[config.mk]
export PLATFORM = sky130hd
export DESIGN_NAME = buzzer_scheduler
export DESIGN_NICKNAME = d
export VERILOG_FILES = /design/src/rtl/buzzer_scheduler.sv
export SDC_FILE = /design/constraint.sdc
export NUM_CORES = 1
export LEC_CHECK = 0
export BUFFER_PORTS_ARGS = -buffer_cell sky130_fd_sc_hd__buf_2
export CAP_MARGIN = 20
export CORE_MARGIN = 2
export CORE_UTILIZATION = 45
export CTS_CLUSTER_DIAMETER = 100
export DETAILED_ROUTE_END_ITERATION = 10
export SLEW_MARGIN = 40
export SYNTH_ARGS = -nofsm -noshare
export SYNTH_HDL_FRONTEND = slang
export SYNTH_SLANG_ARGS = --single-unit
[constraint.sdc]
create_clock -name clk -period 6.23 [get_ports clk]
set_input_delay 0.623 -clock clk [delete_from_list [all_inputs] [get_ports clk]]
set_output_delay 0.623 -clock clk [all_outputs]
set_load 0.1 [all_outputs]
[src/rtl/buzzer_scheduler.sv]
// buzzer_scheduler: arbitrates the single piezo buzzer between key-click,
// door chime and the repeating cook-complete alarm. Requests are captured
// into one-cycle / pending registers first, so the FSM always acts one cycle
// after a request is sampled. All outputs come straight from flops.
module buzzer_scheduler #(
  parameter int unsigned TICKS_PER_MS  = 100_000,
  parameter int unsigned CLICK_MS      = 50,
  parameter int unsigned DOOR_MS       = 120,
  parameter int unsigned ALARM_ON_MS   = 300,
  parameter int unsigned ALARM_OFF_MS  = 200,
  parameter int unsigned ALARM_REPEATS = 3,
  parameter int unsigned CLICK_DIV     = 50_000,
  parameter int unsigned DOOR_DIV      = 100_000,
  parameter int unsigned ALARM_DIV     = 25_000
) (
  input  logic       clk,
  input  logic       reset,
  input  logic       click_req,
  input  logic       door_req,
  input  logic       alarm_req,
  input  logic       alarm_cancel,
  input  logic       mute,
  output logic       buzzer,
  output logic       busy,
  output logic [1:0] active_src,
  output logic       alarm_done
);

  function automatic int unsigned max2(input int unsigned a, input int unsigned b);
    return (a > b) ? a : b;
  endfunction

  localparam int unsigned CLICK_T = CLICK_MS * TICKS_PER_MS;
  localparam int unsigned DOOR_T  = DOOR_MS * TICKS_PER_MS;
  localparam int unsigned ON_T    = ALARM_ON_MS * TICKS_PER_MS;
  localparam int unsigned OFF_T   = ALARM_OFF_MS * TICKS_PER_MS;
  localparam int unsigned DUR_MAX = max2(max2(CLICK_T, DOOR_T), max2(ON_T, OFF_T));
  localparam int unsigned DW      = (DUR_MAX > 1) ? $clog2(DUR_MAX) : 1;
  localparam int unsigned DIV_MAX = max2(max2(CLICK_DIV, DOOR_DIV), ALARM_DIV);
  localparam int unsigned TW      = (DIV_MAX > 1) ? $clog2(DIV_MAX) : 1;

  typedef enum logic [2:0] {
    S_IDLE      = 3'd0,
    S_CLICK     = 3'd1,
    S_DOOR      = 3'd2,
    S_ALARM_ON  = 3'd3,
    S_ALARM_OFF = 3'd4
  } state_t;

  // States in which the tone bit may reach the pin.
  function automatic logic is_sounding(input state_t s);
    return (s == S_CLICK) || (s == S_DOOR) || (s == S_ALARM_ON);
  endfunction

  state_t          r_state;
  logic            r_click_pend;
  logic            r_door_pend;
  logic            r_alarm_q;
  logic            r_cancel_q;
  logic [DW-1:0]   r_dur;
  logic [TW-1:0]   r_tcnt;
  logic            r_tone;
  logic [3:0]      r_burst;
  logic            r_buzzer;
  logic            r_busy;
  logic [1:0]      r_src;
  logic            r_done;

  state_t          w_next;
  logic            w_retrig;
  logic            w_alarm_start;
  logic            w_done;
  logic [3:0]      w_burst_nxt;
  logic [DW-1:0]   w_dur_lim;
  logic            w_dur_end;
  logic [TW-1:0]   w_div_m1;
  logic            w_enter;
  logic [TW-1:0]   w_tcnt_nxt;
  logic            w_tone_nxt;
  logic            w_click_clr;
  logic            w_door_clr;
  logic [1:0]      w_src_nxt;

  assign w_dur_end = (r_dur == w_dur_lim);
  assign w_enter   = (w_next != r_state);

  // Per-state duration limit and tone half-period for the current source.
  always_comb begin
    w_dur_lim = {DW{1'b0}};
    w_div_m1  = {TW{1'b0}};
    case (r_state)
      S_CLICK: begin
        w_dur_lim = DW'(CLICK_T - 1);
        w_div_m1  = TW'(CLICK_DIV - 1);
      end
      S_DOOR: begin
        w_dur_lim = DW'(DOOR_T - 1);
        w_div_m1  = TW'(DOOR_DIV - 1);
      end
      S_ALARM_ON: begin
        w_dur_lim = DW'(ON_T - 1);
        w_div_m1  = TW'(ALARM_DIV - 1);
      end
      S_ALARM_OFF: begin
        w_dur_lim = DW'(OFF_T - 1);
        w_div_m1  = {TW{1'b0}};
      end
      default: begin
        w_dur_lim = {DW{1'b0}};
        w_div_m1  = {TW{1'b0}};
      end
    endcase
  end

  // Next-state, retrigger, burst count and alarm_done decision.
  always_comb begin
    w_next        = r_state;
    w_retrig      = 1'b0;
    w_alarm_start = 1'b0;
    w_done        = 1'b0;
    w_burst_nxt   = r_burst;
    case (r_state)
      S_IDLE: begin
        if (r_alarm_q) begin
          w_next        = S_ALARM_ON;
          w_alarm_start = 1'b1;
          w_burst_nxt   = 4'd0;
        end else if (r_door_pend) begin
          w_next = S_DOOR;
        end else if (r_click_pend) begin
          w_next = S_CLICK;
        end else begin
          w_next = S_IDLE;
        end
      end
      S_CLICK, S_DOOR: begin
        if (r_alarm_q) begin
          w_next        = S_ALARM_ON;
          w_alarm_start = 1'b1;
          w_burst_nxt   = 4'd0;
        end else if ((r_state == S_CLICK) ? r_click_pend : r_door_pend) begin
          w_retrig = 1'b1;
        end else if (w_dur_end) begin
          w_next = S_IDLE;
        end else begin
          w_next = r_state;
        end
      end
      S_ALARM_ON: begin
        if (r_cancel_q) begin
          w_next      = S_IDLE;
          w_done      = 1'b1;
          w_burst_nxt = 4'd0;
        end else if (r_alarm_q) begin
          w_retrig      = 1'b1;
          w_alarm_start = 1'b1;
          w_burst_nxt   = 4'd0;
        end else if (w_dur_end) begin
          if (r_burst == 4'(ALARM_REPEATS - 1)) begin
            // Last burst: straight to IDLE, no trailing gap.
            w_next      = S_IDLE;
            w_done      = 1'b1;
            w_burst_nxt = 4'd0;
          end else begin
            w_next      = S_ALARM_OFF;
            w_burst_nxt = r_burst + 4'd1;
          end
        end else begin
          w_next = S_ALARM_ON;
        end
      end
      S_ALARM_OFF: begin
        if (r_cancel_q) begin
          w_next      = S_IDLE;
          w_done      = 1'b1;
          w_burst_nxt = 4'd0;
        end else if (r_alarm_q) begin
          w_next        = S_ALARM_ON;
          w_alarm_start = 1'b1;
          w_burst_nxt   = 4'd0;
        end else if (w_dur_end) begin
          w_next = S_ALARM_ON;
        end else begin
          w_next = S_ALARM_OFF;
        end
      end
      default: begin
        w_next      = S_IDLE;
        w_burst_nxt = 4'd0;
      end
    endcase
  end

  // Pending-flag clears: own state entered/retriggered, or any alarm start.
  always_comb begin
    w_click_clr = w_alarm_start || ((w_next == S_CLICK) && (w_enter || w_retrig));
    w_door_clr  = w_alarm_start || ((w_next == S_DOOR) && (w_enter || w_retrig));
  end

  // Tone divider: restarts low on state entry, keeps running on retrigger.
  always_comb begin
    w_tcnt_nxt = r_tcnt;
    w_tone_nxt = r_tone;
    if (w_enter) begin
      w_tcnt_nxt = {TW{1'b0}};
      w_tone_nxt = 1'b0;
    end else if (is_sounding(r_state)) begin
      if (r_tcnt == w_div_m1) begin
        w_tcnt_nxt = {TW{1'b0}};
        w_tone_nxt = ~r_tone;
      end else begin
        w_tcnt_nxt = r_tcnt + TW'(1);
        w_tone_nxt = r_tone;
      end
    end else begin
      w_tcnt_nxt = {TW{1'b0}};
      w_tone_nxt = 1'b0;
    end
  end

  // Source code reported for the state being entered.
  always_comb begin
    w_src_nxt = 2'd0;
    case (w_next)
      S_CLICK:     w_src_nxt = 2'd1;
      S_DOOR:      w_src_nxt = 2'd2;
      S_ALARM_ON:  w_src_nxt = 2'd3;
      S_ALARM_OFF: w_src_nxt = 2'd3;
      default:     w_src_nxt = 2'd0;
    endcase
  end

  // State, counters, request capture and registered outputs.
  always_ff @(posedge clk) begin
    if (reset) begin
      r_state      <= S_IDLE;
      r_click_pend <= 1'b0;
      r_door_pend  <= 1'b0;
      r_alarm_q    <= 1'b0;
      r_cancel_q   <= 1'b0;
      r_dur        <= {DW{1'b0}};
      r_tcnt       <= {TW{1'b0}};
      r_tone       <= 1'b0;
      r_burst      <= 4'd0;
      r_buzzer     <= 1'b0;
      r_busy       <= 1'b0;
      r_src        <= 2'd0;
      r_done       <= 1'b0;
    end else begin
      r_state      <= w_next;
      r_click_pend <= w_click_clr ? 1'b0 : (r_click_pend | click_req);
      r_door_pend  <= w_door_clr ? 1'b0 : (r_door_pend | door_req);
      // A cancel in the same cycle as a request suppresses the request.
      r_alarm_q    <= alarm_req & ~alarm_cancel;
      r_cancel_q   <= alarm_cancel;
      if (w_enter || w_retrig || (w_next == S_IDLE)) begin
        r_dur <= {DW{1'b0}};
      end else begin
        r_dur <= r_dur + DW'(1);
      end
      r_tcnt       <= w_tcnt_nxt;
      r_tone       <= w_tone_nxt;
      r_burst      <= w_burst_nxt;
      r_buzzer     <= w_tone_nxt & is_sounding(w_next) & ~mute;
      r_busy       <= (w_next != S_IDLE);
      r_src        <= w_src_nxt;
      r_done       <= w_done;
    end
  end

  assign buzzer     = r_buzzer;
  assign busy       = r_busy;
  assign active_src = r_src;
  assign alarm_done = r_done;

endmodule

==> results.ini, run 1 <==
[run_status]
outcome=complete, no violations

[floorplanning]
die_w_um=93.8
num_rows=32
die_height_um=93.8
die-area_mm2=0.00879
ios=12
core_mm2=0.00777
initial_core_util=0.467

[logic_synthesis]
synth_top_flop_cell=dfxtp_1
synth_top_family_by_area=simple AND/OR/NAND/NOR gates
ys_seq_elements=59
synth_commonest_cells=dfxtp_1, nand2_1, nor3_1, nor2_1, nand3_1
ys_seq_area_frac=0.326
syn_area_mm2=0.00363
synth_adder_area_share=0.0138
synth_largest_area_cell=dfxtp_1
synth_nets=450
async_flop_share=0
muxShareOfSynthArea=0.00862
synth_cell_types=72
synth_edf_count=0
synth_compound_area_frac=0.157
yosysTopAreaCellShare=0.326
synth.area.top_cells=dfxtp_1, xnor2_1, nor3_1, nand2_1, xor2_1
synth.most_common_cell=dfxtp_1
synth_warnings=0
synthSimpleGateAreaFrac=0.338
synth-xor-area-share=0.101
syn_inst=439
avgSynthCellArea_um2=8.26

[run]
maxCapViolations=0

[timing]
finalSetupViolCount=0
max_freq_mhz=267
slew_headroom=0.468
tightest_slew_ns=0.797
hold_viol=0
fin_ws_ns=2.49
layout_worst_path_cycle_share=0.600
slew_viol_final=0
finalClockSkew_ns=0.0106
rsz0062_at_grt=false
min_period_ns=3.74
fin_setup_tns_ns=0
timing.hold.ws_ns=0.444

[placement]
gp_congestion=0.894
dpl_worst_slack_ns=2.39
dp_hpwl_um=5900
portBuffers=11
place_inst=526

[critical_path]
cp_max_fo=44
crit_slowest_cell=dfxtp_1
critPathCaptureType=flip-flop
cp_slowest_stage_delay_ns=0.84
critical_path_class=flip-flop to flip-flop
worstPathRequired_ns=6.42
crit_chain=nand3b_1, a21oi_1, o311ai_1, nand4b_1, or2_0, o21ai_0, o221a_4, nor4_1
worstSetupStartpointType=flip-flop
cp.arrival_ns=3.93

[cts]
clock_latency_ns=0.34
clockBufferDepth=2
cts_hold_buf=0
cts_setup_buffers=0
cts.reportedPaths.clkPinSlew_ns=0.07
cts_max_level=3
cts_resized=0
root_buffer=clkbuf_8
cts_buffers=9
clock_sinks=59
cts_tree=yes

[grt]
busiest_layer=met2
gr-total-overflow=0
grt_max_degree=45
met2_usage=0.333
antenna_found_initial=0
use_met3=0.0337
grt_use_total=0.211
first_global_vias=2895
grt_pass1_wl_um=14600
grtUsageMet1=0.290

[pwr]
power_mw=1.55
vdd_ir_drop_max_mv=0.156
powerDensity_mw_per_mm2=390
p_leak_nw=1.36

[route]
wl_per_cell_um=15.9
drt_iter0_drc=135
route.antenna.remaining_nets=0
route.detailed.drc=0
viasPerCell=5.82
drt_first_pass_iters=4
drt_wl_total_um=8610
vias=3152

[final_layout]
final_cells=542
area_growth_pct=9.14
nets=446
drive_gt1_frac=0.134
num_antenna_cells=0

[hold_path]
hold_class=primary input to flip-flop

==> cell families (layout without fill, tap and decap cells) <==
logic type | count (synthesis) | in the layout
and+or+nand+nor | 217 | 217
DFF | 59 | 59
AOI/OAI and AO/OA | 74 | 74
xor gates and xnor gates | 42 | 42
muxes | 3 | 3
adders and majority gates | 4 | 4
buffers and inverters | 40 | 41
==> power breakdown <==
| part | total, mW | switching, mW | internal (mW) |
|---|---|---|---|
| Sequential | 0.452 | 0.0505 | 0.401 |
| Combinational | 0.666 | 0.462 | 0.204 |
| Clock | 0.428 | 0.153 | 0.275 |
| Total | 1.55 | 0.665 | 0.881 |
==> stage by stage <==
| step | cell area [um^2] | util |
|---|---|---|
| floorplan | 3630 | - |
| global placement | 3670 | 0.473 |
| detailed placement | 3710 | 0.478 |
| CTS | 3960 | 0.509 |
| global route | 3960 | 0.510 |
| finish | 3960 | 0.510 |
==> state kept, by name (all words and copies together) (netlist names), 2 cells and up <==
name / count
active_src: 2
r_burst: 4
r_dur: 25
r_state: 3
r_tcnt: 17
==> cell usage in the layout (no fill, tap or decap), drive strengths merged, types with 11 or more instances in the layout <==
master	Yosys	routed
o21ai	13	13
dfxtp	59	59
nand2	47	47
buf	16	14
nor2	31	31
clkbuf	13	11
a21oi	15	15
nor3	40	40
xnor2	23	23
nand3	25	25
nor4	18	18
inv	11	11
xor2	19	19
==> critical path: cells and delay by family, from the launching register on <==
kind / cells / cell delay [ns]
compound gates: 4 / 1.37
flops: 1 / 0.84
simple gates: 4 / 1.33
==> routing by layer <==
metal  part of all wire  vias to the layer above  routed length [um]
met4              0.015                        0                 127
li1                   -                     1578                   -
met3              0.046                       10                 398
met5                  0                        -                   0
met2               0.46                       60                3990
met1               0.48                     1504                4090
==> cell type report <==
class | count | area, um^2
Timing Repair Buffer | 14 | 81.3
Clock buffer | 11 | 141
Fill cell | 784 | 3810
Multi-Input combinational cell | 340 | 2280
Clock inverter | 5 | 100
Sequential cell | 59 | 1180
Tap cell | 102 | 128
Inverter | 11 | 41.3
==> worst paths after layout <==
path / from / endpoint / slack [ns] / depth (start not counted)
min reg2reg: r_burst[3] / r_burst[3] / 0.50 / 2
max: r_state[0] / r_tcnt[3] / 2.49 / 8
max reg2reg: r_state[0] / r_tcnt[3] / 2.49 / 8
min: alarm_cancel / r_alarm_q / 0.44 / 2
Power figures use the tool's default switching activity.
==> run 2, diff against run 1 <==
==> constraint.sdc (replaced) <==
create_clock -name clk -period 3.84 [get_ports clk]
set_input_delay 0.384 -clock clk [delete_from_list [all_inputs] [get_ports clk]]
set_output_delay 0.384 -clock clk [all_outputs]
set_load 0.1 [all_outputs]
==> run 2 against run 1 <==
Net effect:
- power grew 52%
- non-clock buffer count grew 7
- cell area shrank 1.3%
- critical path depth grew 1
- clock-buffer cell count is the same
- utilization shrank 0.66 points
- setup slack lost 2.2 ns
- worst hold slack lost 0.25 ns
- largest cell class unchanged
- highest routed layer unchanged
==> results.ini, run 2 (synthesized netlist as in run 1, its figures left out) <==
[timing]
tightest_slew_ns=0.792  ; -0.00534 ns
finalClockSkew_ns=0.00883  ; -0.00180 ns
max_freq_mhz=284  ; +6.1%
slew_viol_final=0  ; unchanged
slew_headroom=0.471  ; +0.00356
fin_setup_tns_ns=0  ; unchanged
finalSetupViolCount=0  ; unchanged
layout_worst_path_cycle_share=0.918  ; +0.318
rsz0062_at_grt=false
min_period_ns=3.53  ; -0.214 ns
hold_viol=0  ; unchanged

[floorplanning]
core_mm2=0.00777  ; unchanged
num_rows=32  ; unchanged
ios=12  ; unchanged
die_height_um=93.8  ; unchanged
initial_core_util=0.467  ; unchanged
die_w_um=93.8  ; unchanged
die-area_mm2=0.00879  ; unchanged

[cts]
clock_sinks=59  ; unchanged
clock_latency_ns=0.35  ; about the same
clockBufferDepth=2  ; unchanged
cts_resized=0  ; unchanged
cts_max_level=3  ; unchanged
cts_buffers=9  ; unchanged
cts_tree=yes
cts_setup_buffers=0  ; unchanged
cts.reportedPaths.clkPinSlew_ns=0.07  ; about the same
root_buffer=clkbuf_8
cts_hold_buf=0  ; unchanged

[route]
wl_per_cell_um=16.3  ; +2.6%
vias=3161  ; +0.29%
drt_iter0_drc=166  ; +23%
route.antenna.remaining_nets=0  ; unchanged
drt_first_pass_iters=4  ; unchanged
viasPerCell=5.78  ; -0.63%
route.detailed.drc=0  ; unchanged
drt_wl_total_um=8910  ; +3.5%

[grt]
use_met3=0.0498  ; +0.0161
first_global_vias=3155  ; +9.0%
gr-total-overflow=0  ; unchanged
grtUsageMet1=0.287  ; -0.00286
antenna_found_initial=0  ; unchanged
grt_pass1_wl_um=15400  ; +5.0%
met2_usage=0.365  ; +0.0321
grt_max_degree=27  ; -40%
busiest_layer=met2
grt_use_total=0.221  ; +0.0102

[final_layout]
num_antenna_cells=0  ; unchanged
drive_gt1_frac=0.139  ; +0.00523
top_register=r_dur
nets=453  ; +1.6%
layout_commonest_cell=dfxtp_1
area_growth_pct=7.73
mostFrequentLayoutCells=dfxtp_1, nand2_1, nor3_1
largest_reg_flops=25  ; unchanged
reg_top3=r_dur (25), r_tcnt (17), r_burst (4)

[pwr]
vdd_ir_drop_max_mv=0.332  ; +110%
powerDensity_mw_per_mm2=599  ; +53%
power_mw=2.34  ; +52%
p_leak_nw=1.35  ; -0.49%

[hold_path]
holdPathStages=2  ; unchanged
hold_start=mute
hold_path_end=buzzer
hold_class=primary input to flip-flop

[placement]
gp_congestion=0.921  ; +3.0%
portBuffers=11  ; unchanged
dp_hpwl_um=6110  ; +3.6%

[critical_path]
cp_max_fo=23  ; -48%
cp_slowest_stage_delay_ns=0.84  ; about the same
r2r_cells=9  ; +1
worstPathRequired_ns=4.10  ; -2.32 ns
crit_slowest_cell=dfxtp_1
cp.arrival_ns=3.78  ; -0.15 ns
crit_start=r_state[0]
worstSetupStartpointType=flip-flop
timing.rr.end=r_tcnt[2]
critical_path_class=flip-flop to flip-flop
reg2reg_slack_ns=0.31  ; -2.18 ns
critPathCaptureType=flip-flop
crit_chain=inv_1, nor3_1, a22o_4, o2111ai_4, o31ai_1, o32ai_1, o221a_2, buf_4, nor4_1
reg2reg_from=r_state[0]

[run_status]
outcome=complete, no violations

[run]
maxCapViolations=0  ; unchanged

==> run 2: cell types whose count changed in the layout (fill, tap and decap cells not counted), moves of 2 or more <==
cell / previous run / this run
dfxtp_1: 57 / 59
bufinv_16: 3 / 0
dfxtp_2: 2 / 0
buf_4: 2 / 10
==> run 2: cell type report <==
type / instances / area [um^2]
multi-input cells: 340 / 2260
inverters: 11 / 41.3
clock inverters: 3 / 15.0
well taps: 102 / 128
fillers: 776 / 3860
repair buffers: 21 / 130
clock buffers: 11 / 151
flip-flops and latches: 59 / 1180
==> run 2: where the power goes <==
part           leakage [nW]  internal [mW]  switching, mW  total (mW)
Clock                0.0908          0.258          0.248       0.506
Sequential            0.477          0.650         0.0712       0.721
Combinational         0.785          0.348          0.767        1.11
==> run 2: metrics by stage <==
step                cells  cell area (um^2)  setup slack [ns]  utilization  hold slack, ns
floorplan             439              3630              1.14            -           0.455
global placement      533              3740             0.418        0.482           0.486
detailed placement    533              3740             0.340        0.482           0.494
CTS                   547              3910             0.320        0.503           0.194
global route          547              3910            0.0402        0.503           0.201
finish                547              3910             0.314        0.503           0.196
==> run 2: worst max-delay path by stage <==
stage | end | slack (ns) | cells past startpoint
detailed placement | r_dur[21] | 0.34 | 9
floorplan | r_dur[10] | 1.14 | 10
global route | r_tcnt[1] | 0.04 | 9
finish | r_tcnt[2] | 0.31 | 9
global placement | r_dur[10] | 0.42 | 9
CTS | r_dur[8] | 0.32 | 9
==> run 2: worst max-delay path, delay by kind of cell, from the launching register on <==
family / cells / cell delay, ns
AO/OA/AOI/OAI: 5 / 1.27
buffers and inverters: 2 / 0.53
AND/OR/NAND/NOR: 2 / 0.78
flip-flops: 1 / 0.84
==> run 2: metal layers <==
layer  up-vias  wire (um)
met2        63       4240
met5         -          0
met1      1493       4110
met4         0        134
met3        12        432
li1       1593          -
==> run 3, diff against run 2 <==
--- a/config.mk
+++ b/config.mk
@@ -8,7 +8,7 @@
 export BUFFER_PORTS_ARGS = -buffer_cell sky130_fd_sc_hd__buf_2
 export CAP_MARGIN = 20
 export CORE_MARGIN = 2
-export CORE_UTILIZATION = 45
+export CORE_UTILIZATION = 31
 export CTS_CLUSTER_DIAMETER = 100
 export DETAILED_ROUTE_END_ITERATION = 10
 export SLEW_MARGIN = 40
==> run 3 against run 2 <==
Net effect:
- first-iteration DRC count grew 3.6%
- clock-buffer cell count grew 1
- power is 12% higher
- clock skew shrank 0.0024 ns
- non-clock buffer count is 3 higher
- setup slack improved by 0.086 ns
- worst hold slack gained 0.025 ns
- combinational power up 5%
- via count is 3.9% higher
==> results.ini, run 3 (synthesized netlist as in run 1, its figures left out) <==
[run_status]
outcome=complete, no violations

[floorplanning]
die-area_mm2=0.0126  ; +43%
num_rows=39  ; +22%
die_height_um=112  ; +20%
die_w_um=112  ; +20%
ios=12  ; unchanged
initial_core_util=0.318  ; -0.149
core_mm2=0.0114  ; +47%

[grt]
antenna_found_initial=0  ; unchanged
grt_pass1_wl_um=15200  ; -1.3%
grt_use_total=0.147  ; -0.0743
first_global_vias=3187  ; +1.0%
grt_max_degree=27  ; unchanged
gr-total-overflow=0  ; unchanged

[pwr]
p_leak_nw=1.42  ; +4.9%
vdd_ir_drop_max_mv=0.308  ; -7.4%
p_int_mw=1.49  ; +19%
switching_share=0.429  ; -0.0350
clkPwrFrac=0.274  ; +0.058
combPwrFrac=0.448  ; -0.028
p_switching_mw=1.12  ; +3.3%
seq_power_share=0.278  ; -0.030
powerDensity_mw_per_mm2=638  ; +6.4%

[final_layout]
mostFrequentLayoutCells=dfxtp_1, nand2_1, nor3_1
nets=456  ; +0.66%
drive_gt1_frac=0.143  ; +0.00321
final_util=0.359  ; -0.144
layout_commonest_cell=dfxtp_1
top_register=r_dur
largest_reg_flops=25  ; unchanged
reg_top3=r_dur (25), r_tcnt (17), r_burst (4)
area_growth_pct=13.1
num_antenna_cells=0  ; unchanged

[cts]
clock_latency_ns=0.33  ; -0.02 ns
cts_setup_buffers=0  ; unchanged
cts_hold_buf=0  ; unchanged
clock_sinks=59  ; unchanged
root_buffer=clkbuf_16
cts_resized=0  ; unchanged
cts_buffers=9  ; unchanged
clockBufferDepth=2  ; unchanged
cts_max_level=3  ; unchanged
cts.reportedPaths.clkPinSlew_ns=0.05  ; -0.02 ns
cts_tree=yes

[placement]
gp_congestion=0.951  ; +3.3%
dp_hpwl_um=6160  ; +0.82%
portBuffers=11  ; unchanged

[timing]
min_period_ns=3.44  ; -0.0864 ns
fin_setup_tns_ns=0  ; unchanged
finalSetupViolCount=0  ; unchanged
slew_viol_final=0  ; unchanged
slew_headroom=0.428  ; -0.0434
layout_worst_path_cycle_share=0.896  ; -0.0225
max_freq_mhz=291  ; +2.5%
hold_viol=0  ; unchanged
rsz0062_at_grt=false
tightest_slew_ns=0.853  ; +0.0610 ns
finalClockSkew_ns=0.00639  ; -0.00244 ns

[route]
drt_wl_total_um=8970  ; +0.63%
drt_first_pass_iters=5  ; +1
vias=3285  ; +3.9%
drt_iter0_drc=172  ; +3.6%
route.detailed.drc=0  ; unchanged
wl_per_cell_um=15.1  ; -7.0%
viasPerCell=5.55  ; -4.0%
route.antenna.remaining_nets=0  ; unchanged

[critical_path]
reg2reg_from=r_state[1]
r2r_cells=9  ; unchanged
cp_max_fo=23  ; unchanged
critical_path_class=flip-flop to flip-flop
reg2reg_slack_ns=0.40  ; +0.09 ns
worstPathRequired_ns=4.05  ; -0.05 ns
cp.arrival_ns=3.65  ; -0.13 ns
worstSetupStartpointType=flip-flop
timing.rr.end=r_dur[14]
critPathCaptureType=flip-flop

[hold_path]
holdPathStages=2  ; unchanged
hold_path_end=buzzer
hold_class=primary input to flip-flop
hold_start=mute

[run]
maxCapViolations=0  ; unchanged

==> run 3: worst max path at each step <==
| stage | from | endpoint | slack (ns) | depth (start not counted) |
|---|---|---|---|---|
| 2_1_floorplan | r_dur[5] | r_dur[10] | 1.14 | 10 |
| 5_1_grt | r_state[1] | r_tcnt[2] | 0.13 | 9 |
| 3_3_place_gp | r_state[1] | r_dur[22] | 0.49 | 9 |
| 4_1_cts | r_state[1] | r_tcnt[2] | 0.43 | 9 |
| 6_report | r_state[1] | r_dur[14] | 0.40 | 9 |
| 3_5_place_dp | r_state[1] | r_tcnt[2] | 0.46 | 9 |
==> run 3: critical path, stage by stage (launching register included) <==
cell and delay, ns:
dfxtp_1 0.84, nor3_1 0.18, a311o_1 0.38, a22o_4 0.24
o2111ai_4 0.14, nor3_1 0.13, o32ai_1 0.68, o221a_2 0.37
buf_4 0.27, nor3_1 0.09
==> run 3: stage by stage <==
stage / hold WS [ns] / total power, mW / cell area (um^2) / setup slack (ns) / cells
finish: 0.221 / 2.62 / 4100 / 0.401 / 592
floorplan: 0.455 / 1.65 / 3630 / 1.14 / 439
global placement: 0.481 / 1.88 / 3840 / 0.495 / 577
CTS: 0.213 / 2.63 / 4100 / 0.433 / 592
detailed placement: 0.495 / 1.91 / 3840 / 0.460 / 577
global route: 0.227 / 2.76 / 4100 / 0.129 / 592
==> run 3: metal layers <==
metal / global-route usage / vias to the layer above / part of all wire / wire length (um)
met5: 0 / - / 0 / 0
met4: 0.0748 / 0 / 0.027 / 243
met3: 0.0227 / 21 / 0.048 / 429
met2: 0.233 / 97 / 0.47 / 4220
met1: 0.195 / 1564 / 0.45 / 4070
li1: - / 1603 / - / -
==> run 3: power by group through the flow <==
| stage | logic (mW) | clock network, mW | registers [mW] |
|---|---|---|---|
| global route | 1.27 | 0.758 | 0.735 |
| CTS | 1.17 | 0.731 | 0.726 |
| detailed placement | 1.17 | 0 | 0.739 |
| global placement | 1.15 | 0 | 0.735 |
| floorplan | 0.865 | 0 | 0.781 |
| finish | 1.17 | 0.717 | 0.728 |
==> run 3: final cells by class <==
type / count / area [um^2]
Sequential cell: 59 / 1180
Timing Repair Buffer: 24 / 178
Tap cell: 143 / 179
Clock inverter: 3 / 15.0
Fill cell: 1193 / 7320
Multi-Input combinational cell: 340 / 2260
Clock buffer: 12 / 246
Inverter: 11 / 41.3
